`config.mk`:
```
export PLATFORM = sky130hd
export DESIGN_NAME = rob_order_buf
export DESIGN_NICKNAME = d
export VERILOG_FILES = /design/src/rtl/rob_order_buf.sv
export SDC_FILE = /design/constraint.sdc
export NUM_CORES = 1
export LEC_CHECK = 0
export CORE_MARGIN = 2
export CORE_UTILIZATION = 45
export DETAILED_ROUTE_END_ITERATION = 16
export PLACE_DENSITY = 0.72
export SLEW_MARGIN = 20
export SYNTH_ARGS = -nofsm -noshare
export SYNTH_HDL_FRONTEND = slang
export SYNTH_SLANG_ARGS = --single-unit
```
`constraint.sdc`:
```
create_clock -name clk_i -period 4.1 [get_ports clk_i]
set_clock_uncertainty 0.15 [all_clocks]
set_input_delay 0.82 -clock clk_i [delete_from_list [all_inputs] [get_ports clk_i]]
set_output_delay 0.82 -clock clk_i [all_outputs]
set_load 0.1 [all_outputs]
```
`src/rtl/rob_order_buf.sv`:
```
// rob_order_buf -- reorder buffer ordering core.
//   Allocates entries in order at the tail. Accepts out-of-order completions
//   by id. Retires completed entries strictly in allocation order from the head.
// Ports:
//   clk_i, rst_i               clock, async active-high reset
//   alloc_vld_i/alloc_rdy_o    allocation handshake; alloc_id_o = tail id
//   cmpl_vld_i/id/data         completion strobe (no backpressure)
//   retire_vld_o/retire_rdy_i  retire handshake; retire_id_o = head id,
//                              retire_data_o = stored result of head
//   count_o                    allocated entries, 0..2**ID_WIDTH
//   err_o                      (only with ROB_ERR_CHK_EN) sticky flag, set after
//                              any rejected completion
// Build option: define ROB_ERR_CHK_EN to add the err_o illegal-completion flag.
module rob_order_buf #(
  parameter int ID_WIDTH   = 3,
  parameter int DATA_WIDTH = 32
) (
  input  logic                  clk_i,
  input  logic                  rst_i,
  input  logic                  alloc_vld_i,
  output logic                  alloc_rdy_o,
  output logic [ID_WIDTH-1:0]   alloc_id_o,
  input  logic                  cmpl_vld_i,
  input  logic [ID_WIDTH-1:0]   cmpl_id_i,
  input  logic [DATA_WIDTH-1:0] cmpl_data_i,
  output logic                  retire_vld_o,
  input  logic                  retire_rdy_i,
  output logic [ID_WIDTH-1:0]   retire_id_o,
  output logic [DATA_WIDTH-1:0] retire_data_o,
`ifdef ROB_ERR_CHK_EN
  output logic                  err_o,
`endif
  output logic [ID_WIDTH:0]     count_o
);

  localparam int N = 2**ID_WIDTH;
  localparam logic [ID_WIDTH:0] CntFull = (ID_WIDTH+1)'(N);

  logic [N-1:0]          alloc_q, alloc_d;
  logic [N-1:0]          done_q, done_d;
  logic [DATA_WIDTH-1:0] data_q [N];
  logic [DATA_WIDTH-1:0] data_d [N];
  logic [ID_WIDTH-1:0]   head_q, head_d, tail_q, tail_d;
  logic [ID_WIDTH:0]     count_q, count_d;

  logic alloc_fire, retire_fire, cmpl_ok;

  assign alloc_rdy_o   = (count_q != CntFull);
  assign alloc_id_o    = tail_q;
  assign retire_id_o   = head_q;
  assign retire_vld_o  = alloc_q[head_q] & done_q[head_q];
  assign retire_data_o = data_q[head_q];
  assign count_o       = count_q;

  assign alloc_fire  = alloc_vld_i & alloc_rdy_o;
  assign retire_fire = retire_vld_o & retire_rdy_i;
  // Judged on pre-edge state: a completion for the slot being allocated this
  // cycle sees alloc=0 and is dropped.
  assign cmpl_ok     = cmpl_vld_i & alloc_q[cmpl_id_i] & ~done_q[cmpl_id_i];

  always_comb begin
    alloc_d = alloc_q;
    done_d  = done_q;
    data_d  = data_q;
    head_d  = head_q;
    tail_d  = tail_q;
    count_d = count_q;
    // A legal completion needs done=0, so it can never hit the retiring head
    // slot. An alloc needs not-full, so it can never hit an allocated slot.
    // That keeps the three updates below on distinct slots.
    if (cmpl_ok) begin
      done_d[cmpl_id_i] = 1'b1;
      data_d[cmpl_id_i] = cmpl_data_i;
    end
    if (retire_fire) begin
      alloc_d[head_q] = 1'b0;
      done_d[head_q]  = 1'b0;
      head_d          = head_q + 1'b1;
    end
    if (alloc_fire) begin
      alloc_d[tail_q] = 1'b1;
      done_d[tail_q]  = 1'b0;
      tail_d          = tail_q + 1'b1;
    end
    if (alloc_fire && !retire_fire)      count_d = count_q + 1'b1;
    else if (!alloc_fire && retire_fire) count_d = count_q - 1'b1;
  end

  always_ff @(posedge clk_i or posedge rst_i) begin
    if (rst_i) begin
      alloc_q <= '0;
      done_q  <= '0;
      head_q  <= '0;
      tail_q  <= '0;
      count_q <= '0;
    end else begin
      alloc_q <= alloc_d;
      done_q  <= done_d;
      head_q  <= head_d;
      tail_q  <= tail_d;
      count_q <= count_d;
    end
  end

  // Payload storage is qualified by alloc/done, so it needs no reset.
  always_ff @(posedge clk_i) begin
    data_q <= data_d;
  end

`ifdef ROB_ERR_CHK_EN
  logic err_q, err_d;

  always_comb begin
    err_d = err_q | (cmpl_vld_i & ~cmpl_ok);
  end

  always_ff @(posedge clk_i or posedge rst_i) begin
    if (rst_i) err_q <= 1'b0;
    else       err_q <= err_d;
  end

  assign err_o = err_q;
`endif

endmodule

```
==> results by stage, run 1 <==
STA:
- Hold timing on the final database bottoms out at a slack of 0.359 ns.
- The period utilization is 94.5%.
- The slew at the pin closest to its max-slew limit is 0.973 ns.
- The setup TNS is 0 ns.
- The worst path needs 3.88 ns of the cycle, external delays included.
- The headroom to the max-slew limit is 35.0%.
- Setup violations remaining at the end of the flow were counted as 0.
- Setup repair after global routing left no endpoint under its margin.
- Derived from the worst setup path, the maximum achievable clock frequency is 258 MHz.
- The number of hold-slack violations in the final timing report came to 0.
- The total count of max-transition violations in the final report is 0.

Detailed routing:
- After detailed routing, the total wire length is 25.7 mm.
- The average wire per cell in the routed design is 23.2 µm.
- The first routing iteration left 658 violations.
- Using the TritonRoute via totals, the vias-per-cell ratio works out to 5.92.
- The count of unresolved DRC violations after routing is 0.
- The remaining antenna violation count after routing is 0.
- The number of detailed-route iterations in the first pass is 5.
- The number of vias after detailed routing is 6542.

Setup path:
- STA classifies the critical path endpoint as an output port.
- The family with the most delay on the worst path is buffers and inverters.
- The worst path required time is 3.13 ns.
- Counting both buffers and inverters, the worst setup path holds a total of 3.
- The cell with the biggest individual delay on the critical path is sky130_fd_sc_hd__dfrtp_2.
- The largest fanout of any net on the critical path is 20.
- The type of the worst setup path is register to output port.
- The nature of the critical path startpoint is a register.
- The biggest cell delay along the critical path is 0.71 ns.
- STA puts the critical path data arrival time at 2.91 ns.
- The critical path goes through inv_1 -> nor3_2 -> buf_4 -> a22oi_1 -> o211ai_1 -> buf_12.

Flow run:
- Across the run, the number of max-cap violations was 0.

Floorplan:
- Pin placement for this block handled 84 I/O pins.
- After floorplanning, the core was sized to cover 24200 µm².
- Once the floorplan was initialized, standard cells occupied 45.7% of the core.
- In this run the core area contains 57 standard-cell rows.
- The total die area is 25900 µm².
- The height of the die is 161 µm.
- In this run the horizontal extent of the chip is 161 µm.

Clocking:
- The clock buffer count from CTS is 28.
- Counting every sink on the clock net gives 282.
- Buffers inserted to repair hold after CTS numbered 0.
- Clock-pin slew was measured on the worst setup and hold paths at 0.06 ns.
- The clock latency reported for the late side of the worst-skew pair is 0.54 ns.
- The total of cells resized after clock tree synthesis is 0.
- Post-CTS timing repair inserted 0 buffers for setup.
- TritonCTS built the clock tree.
- The CTS root buffer is sky130_fd_sc_hd__clkbuf_16.
- In this run the number of H-tree levels came out at 1.
- The clock passes through at most 3 buffers.

Yosys:
- The cell area after synthesis is 11100 µm².
- The synthesized instance count is 659.
- Synthesis inferred 282 register bits.
- In the synthesized netlist the async set-or-reset flop fraction comes to 9.22%.
- The proportion of netlist area held by the largest area contributor is 69.4%.
- Among all flip-flop cells after synthesis, the most frequent one is sky130_fd_sc_hd__edfxtp_1.
- Of the synthesized area, sequential elements account for 75.3%.
- The Yosys step of the flow raised 0 warnings.
- By area the synthesized netlist is led by sky130_fd_sc_hd__edfxtp_1 69%, sky130_fd_sc_hd__dfrtp_1 5.9%, sky130_fd_sc_hd__mux2i_1 2.4%.
- The post-synthesis area per instance is 16.8 µm².
- The biggest area contributor in the post-synthesis netlist is sky130_fd_sc_hd__edfxtp_1.
- Counting distinct cell types in the post-synthesis netlist gives 58.
- Synthesis produced a netlist with a net count of 705.
- The number of enable-type register cells in the synthesized netlist is 256.

Finish:
- In the layout the commonest cells are 256 x sky130_fd_sc_hd__edfxtp_1, 47 x sky130_fd_sc_hd__clkdlybuf4s50_1, 36 x sky130_fd_sc_hd__nor2_1.
- Leaving out filler cells and counting taps, the final layout contains 1106.
- The fill cell instance count of the final layout is 1873.
- The final antenna diode count is 0.
- From synthesis to final layout, the design area changed by 22.7%.
- Registers take 8340 µm².
- The share of layout cells above drive strength 1 is 18.4%.
- The final layout net count is 809.
- The multi-input combinational cell area is 2580 µm².
- The leading cell type in the layout, fill and taps excluded is sky130_fd_sc_hd__edfxtp_1.

GRT:
- The via count of the first global-routing pass is 6787.
- The pin count of the biggest net entering global routing is 37.
- The number of antenna violations at the first check in global routing is 0.
- Global routing used 20.0% of the available tracks across all layers.
- The total grt overflow is 0.
- The wire length of the first global-routing pass is 39.6 mm.

Run status:
- The run finished with clean final reports.

Place:
- The sum of net half-perimeters after detailed placement is 15.1 mm.
- Including well taps, the total number of placed cells is 1057.
- The routability-driven placement congestion ratio is 0.868.
- Input and output buffers added on the ports amount to 83.

Hold path:
- The tightest min-delay check is of the register to register type.
## synthesized netlist by cell type (all sizes together) (2+ instances only)
cell / count
edfxtp: 256
nor2: 37
a22oi: 32
nand2: 28
mux2i: 27
dfrtp: 26
a21oi: 21
clkbuf: 20
mux2: 19
a221oi: 18
buf: 17
a22o: 16
o21ai: 14
a221o: 12
and3: 9
nand3: 9
a211oi: 8
mux4: 8
inv: 7
nor2b: 7
a222oi: 6
and2: 5
ha: 5
o22a: 5
a21o: 4
nand2b: 4
nor3: 4
xnor2: 4
a31oi: 3
xor2: 3
and4b: 2
nand4b: 2
nor3b: 2
o211ai: 2
## metrics by stage
stage | worst slack, ns | cell area [µm²] | utilization, %
after floorplan | 0.00138 | 11100 | -
after global placement | 0.531 | 12700 | 52.6
after detailed placement | 0.473 | 12700 | 52.6
after CTS | 0.206 | 13600 | 56.0
after global routing | 0.0334 | 13600 | 56.0
final | 0.224 | 13600 | 56.0
## cells by family (layout without fill, tap and decap cells)
family | after synthesis | in the layout | share of synthesized area [%]
simple gates | 114 | 114 | 5.10
xor+xnor | 7 | 7 | 0.554
buf+inv | 44 | 167 | 1.75
mux | 54 | 54 | 6.07
flops | 282 | 282 | 75.3
compound gates | 152 | 152 | 10.5
fa+ha+maj | 6 | 6 | 0.746
## metal layers
layer / vias to the layer above / routed length [µm] / global-route usage [%] / share of wire (%)
met2: 295 / 12200 / 32.7 / 48
li1: 2864 / - / - / -
met3: 65 / 2020 / 3.98 / 7.9
met4: 0 / 682 / 5.93 / 2.7
met5: - / 0 / 0 / 0
met1: 3318 / 10700 / 27.4 / 42
## worst paths after layout
kind	from	endpoint	slack (ns)	cells past startpoint
max	retire_id_o[2]	retire_data_o[12]	0.22	6
min	alloc_q[1]	alloc_q[1]	0.36	1
max reg2reg	retire_id_o[0]	count_o[3]	0.58	13
min reg2reg	alloc_q[1]	alloc_q[1]	0.36	1
max in group asynchronous	rst_i	retire_id_o[0]	2.88	2
min in group asynchronous	rst_i	alloc_q[3]	0.50	2
## worst register-to-register path, delay by kind of cell, from the launching register on
family	cells	cell delay, ns
and+or+nand+nor	3	0.52
AOI/OAI and AO/OA	3	0.60
buffers and inverters	2	0.18
adders and majority gates	2	0.46
xor gates and xnor gates	2	0.29
muxes	1	0.59
DFF	1	0.61
## flip-flops by register name (all words and copies together) (netlist names)
register,count
alloc_id_o,3
alloc_q,8
count_o,4
data_q,256
done_q,8
retire_id_o,3
## cell type report
type                            instances  share of cell area (%)
Timing Repair Buffer                  111                    10.2
Clock buffer                           34                    5.32
Sequential cell                       282                    61.4
Tap cell                              324                    2.98
Multi-Input combinational cell        333                    19.0
Clock inverter                         15                   0.865
Inverter                                7                   0.193
Power of run 1 is not shown: default switching activity piles up to over one toggle a cycle in this logic, so the estimate is an artifact.
==> inputs of run 2 (changes only) <==
--- a/config.mk
+++ b/config.mk
@@ -9,6 +9,7 @@
 export CORE_UTILIZATION = 45
 export DETAILED_ROUTE_END_ITERATION = 16
 export PLACE_DENSITY = 0.72
+export SKIP_CTS_REPAIR_TIMING = 1
 export SLEW_MARGIN = 20
 export SYNTH_ARGS = -nofsm -noshare
 export SYNTH_HDL_FRONTEND = slang
==> results of run 2 <==
No change in the layout: final DEF, timing and power equal those of run 1.
Power of run 2 is left out for the same reason.
==> inputs of run 3 (changes only) <==
--- a/config.mk
+++ b/config.mk
@@ -8,7 +8,7 @@
 export CORE_MARGIN = 2
 export CORE_UTILIZATION = 45
 export DETAILED_ROUTE_END_ITERATION = 16
-export PLACE_DENSITY = 0.72
+export PLACE_DENSITY = 0.68
 export SKIP_CTS_REPAIR_TIMING = 1
 export SLEW_MARGIN = 20
 export SYNTH_ARGS = -nofsm -noshare
==> run 3 against run 2 <==
Effect of this change:
- critical path depth increased by 1
- die area did not move
- critical endpoint is now retire_data_o[3]
- non-clock buffer count grew 5
- utilization about the same
- global-route usage down 0.29 points
- sequential share of layout area hardly changed
- first-iteration DRC count down 20%
- wire length is 1.8% lower
- critical path type unchanged
- hold slack worse by 0.0058 ns
- via count decreased by 3.2%
==> results by stage, run 3 (same netlist as run 1, synthesis figures left out) <==
Detailed routing:
- The number of detailed-route iterations in the first pass is 6.
- Once detail routing completed, the nets flagged for antenna violations numbered 0.
- For this block, the routed nets add up to 25.2 mm of wire.
- The via-per-instance ratio is 5.70.
- The routed layout has 6333 vias.
- After detailed routing, the number of remaining DRC violations is 0.
- The DRC marker count from the first detailed-route iteration is 528.
- After detailed routing, the average wire length per cell comes to 22.7 µm.

Setup path:
- STA puts the critical path data required time at 3.13 ns.
- The biggest cell delay along the critical path is 0.49 ns.
- The nature of the critical path startpoint is a register.
- The worst setup path is of the register to output port kind.
- For this design, the slowest cell found on the critical path is sky130_fd_sc_hd__dfrtp_4.
- The category of the worst setup path capture point is an output port.
- The most numerous cell type found on the critical path is sky130_fd_sc_hd__buf_4.
- The signal on the critical path passes through buf_4 -> nand2_1 -> nor2_1 -> buf_4 -> a22oi_1 -> nand3_1 -> buf_12.
- The data arrival time of the critical path is 2.89 ns.
- The largest fanout of any net on the critical path is 36.

Clocking:
- Counting along the longest clock path gives a buffer depth of 3.
- TritonCTS built the clock tree.
- The clock latency reported for the late side of the worst-skew pair is 0.54 ns.
- The clock buffer count from CTS is 27.
- The tree built by TritonCTS fans out to 282 sinks.
- CTS built an H-tree with a depth of 1.
- Clock-pin slew was measured on the worst setup and hold paths at 0.06 ns.
- Clock tree synthesis selected as its root buffer the cell sky130_fd_sc_hd__clkbuf_16.

STA:
- The minimum clock period is 3.86 ns.
- The setup TNS is 0 ns.
- The headroom to the max-slew limit is 34.3%.
- Setup repair after global routing left no endpoint under its margin.
- The period utilization is 94.0%.
- The count of final setup violators is 0.
- The total count of max-transition violations in the final report came to 0.
- The number of hold-slack violations in the final timing report is 0.
- The slew at the pin closest to its max-slew limit is 0.983 ns.
- The upper clock frequency limit is 259 MHz.

Finish:
- The library cells used most frequently in the layout, excluding fill and tap cells, are 256 x sky130_fd_sc_hd__edfxtp_1, 47 x sky130_fd_sc_hd__clkdlybuf4s50_1, 36 x sky130_fd_sc_hd__nor2_1, 36 x sky130_fd_sc_hd__buf_4, 33 x sky130_fd_sc_hd__buf_12.
- The largest registers in the layout are data_q (256), alloc_q (8), done_q (8).
- The leading cell type in the layout, fill and taps excluded is sky130_fd_sc_hd__edfxtp_1.
- The register with the most flip-flops in the layout has 256 of them.
- The register containing the most flip-flops in the final layout is data_q.
- Compared with the post-synthesis result, the final layout area differs by 22.7%.
- In the final design database the tool counted 813 nets.
- Once layout is done, the placed cells without fillers occupy 13600 µm².
- The final antenna diode count is 0.
- Of the cells placed in the final design, the portion with a size suffix greater than 1 is 18.9%.

Floorplan:
- 84 I/O pins were placed.
- The die covers 25900 µm².
- The floorplan step set the die width to 161 µm.
- The starting density of the core is 45.7%.
- In this run the standard cell core region covers 24200 µm².
- After floorplanning, the core was divided into 57 placement rows.
- The height of the die is 161 µm.

Place:
- Once placement finished, the instance area stood at 12800 µm².
- The sum of net half-perimeters after detailed placement is 15.2 mm.
- The routability-driven placement congestion ratio is 0.889.
- The number of input and output port buffers inserted is 83.

Flow run:
- The max capacitance violation total is 0.

GRT:
- The via count of the first global-routing pass was 6549.
- The number of antenna violations at the first check in global routing is 0.
- The first global-routing pass estimated 38.8 mm of wire.
- For this run, the total global-route usage over all layers was measured as 19.7%.
- The pin count of the biggest net entering global routing is 37.
- Global routing finished with a remaining overflow of 0.

Hold path:
- The class of the tightest hold or removal check is register to register.

Run status:
- The flow ran to the end, and the final reports show no timing, DRC or antenna violations.
## run 3: critical path: cells and delay by family (launching register included)
kind            cells  cell delay [ns]
simple gates        3             0.87
buf+inv             3             0.85
flops               1             0.49
compound gates      1             0.10
## run 3: stage by stage
step,hold slack (ns),util [%],setup WS [ns],instances
floorplan,0.313,-,0.00138,659
global placement,0.333,52.6,0.446,1062
global route,0.365,56.1,0.0578,1111
detailed placement,0.345,52.6,0.431,1062
CTS,0.357,56.0,0.130,1111
finish,0.353,56.1,0.245,1111
## run 3: final timing paths
path,start,endpoint,slack [ns],cells after the start
max,retire_id_o[0],retire_data_o[3],0.24,7
min,count_o[3],count_o[3],0.35,1
max reg2reg,retire_id_o[1],count_o[3],0.78,13
min reg2reg,count_o[3],count_o[3],0.35,1
max in group asynchronous,rst_i,retire_id_o[0],2.86,2
min in group asynchronous,rst_i,count_o[3],0.51,2
## run 3: final cells by class
| class | instances | area (µm²) |
|---|---|---|
| inverter | 7 | 26.3 |
| multi-input combinational | 333 | 2580 |
| tap | 324 | 405 |
| timing repair buffer | 116 | 1400 |
| clock inverter | 16 | 135 |
| clock buffer | 33 | 698 |
| sequential | 282 | 8350 |
| fill | 1919 | 10700 |
## run 3: metal layers
| metal | share of wire, % | track usage [%] | up-vias |
|---|---|---|---|
| met1 | 43 | 27.7 | 3198 |
| met3 | 6.8 | 3.90 | 41 |
| met5 | 0 | 0 | - |
| met2 | 47 | 31.4 | 220 |
| met4 | 2.7 | 6.09 | 0 |
| li1 | - | - | 2874 |
Power of run 3 is left out for the same reason.
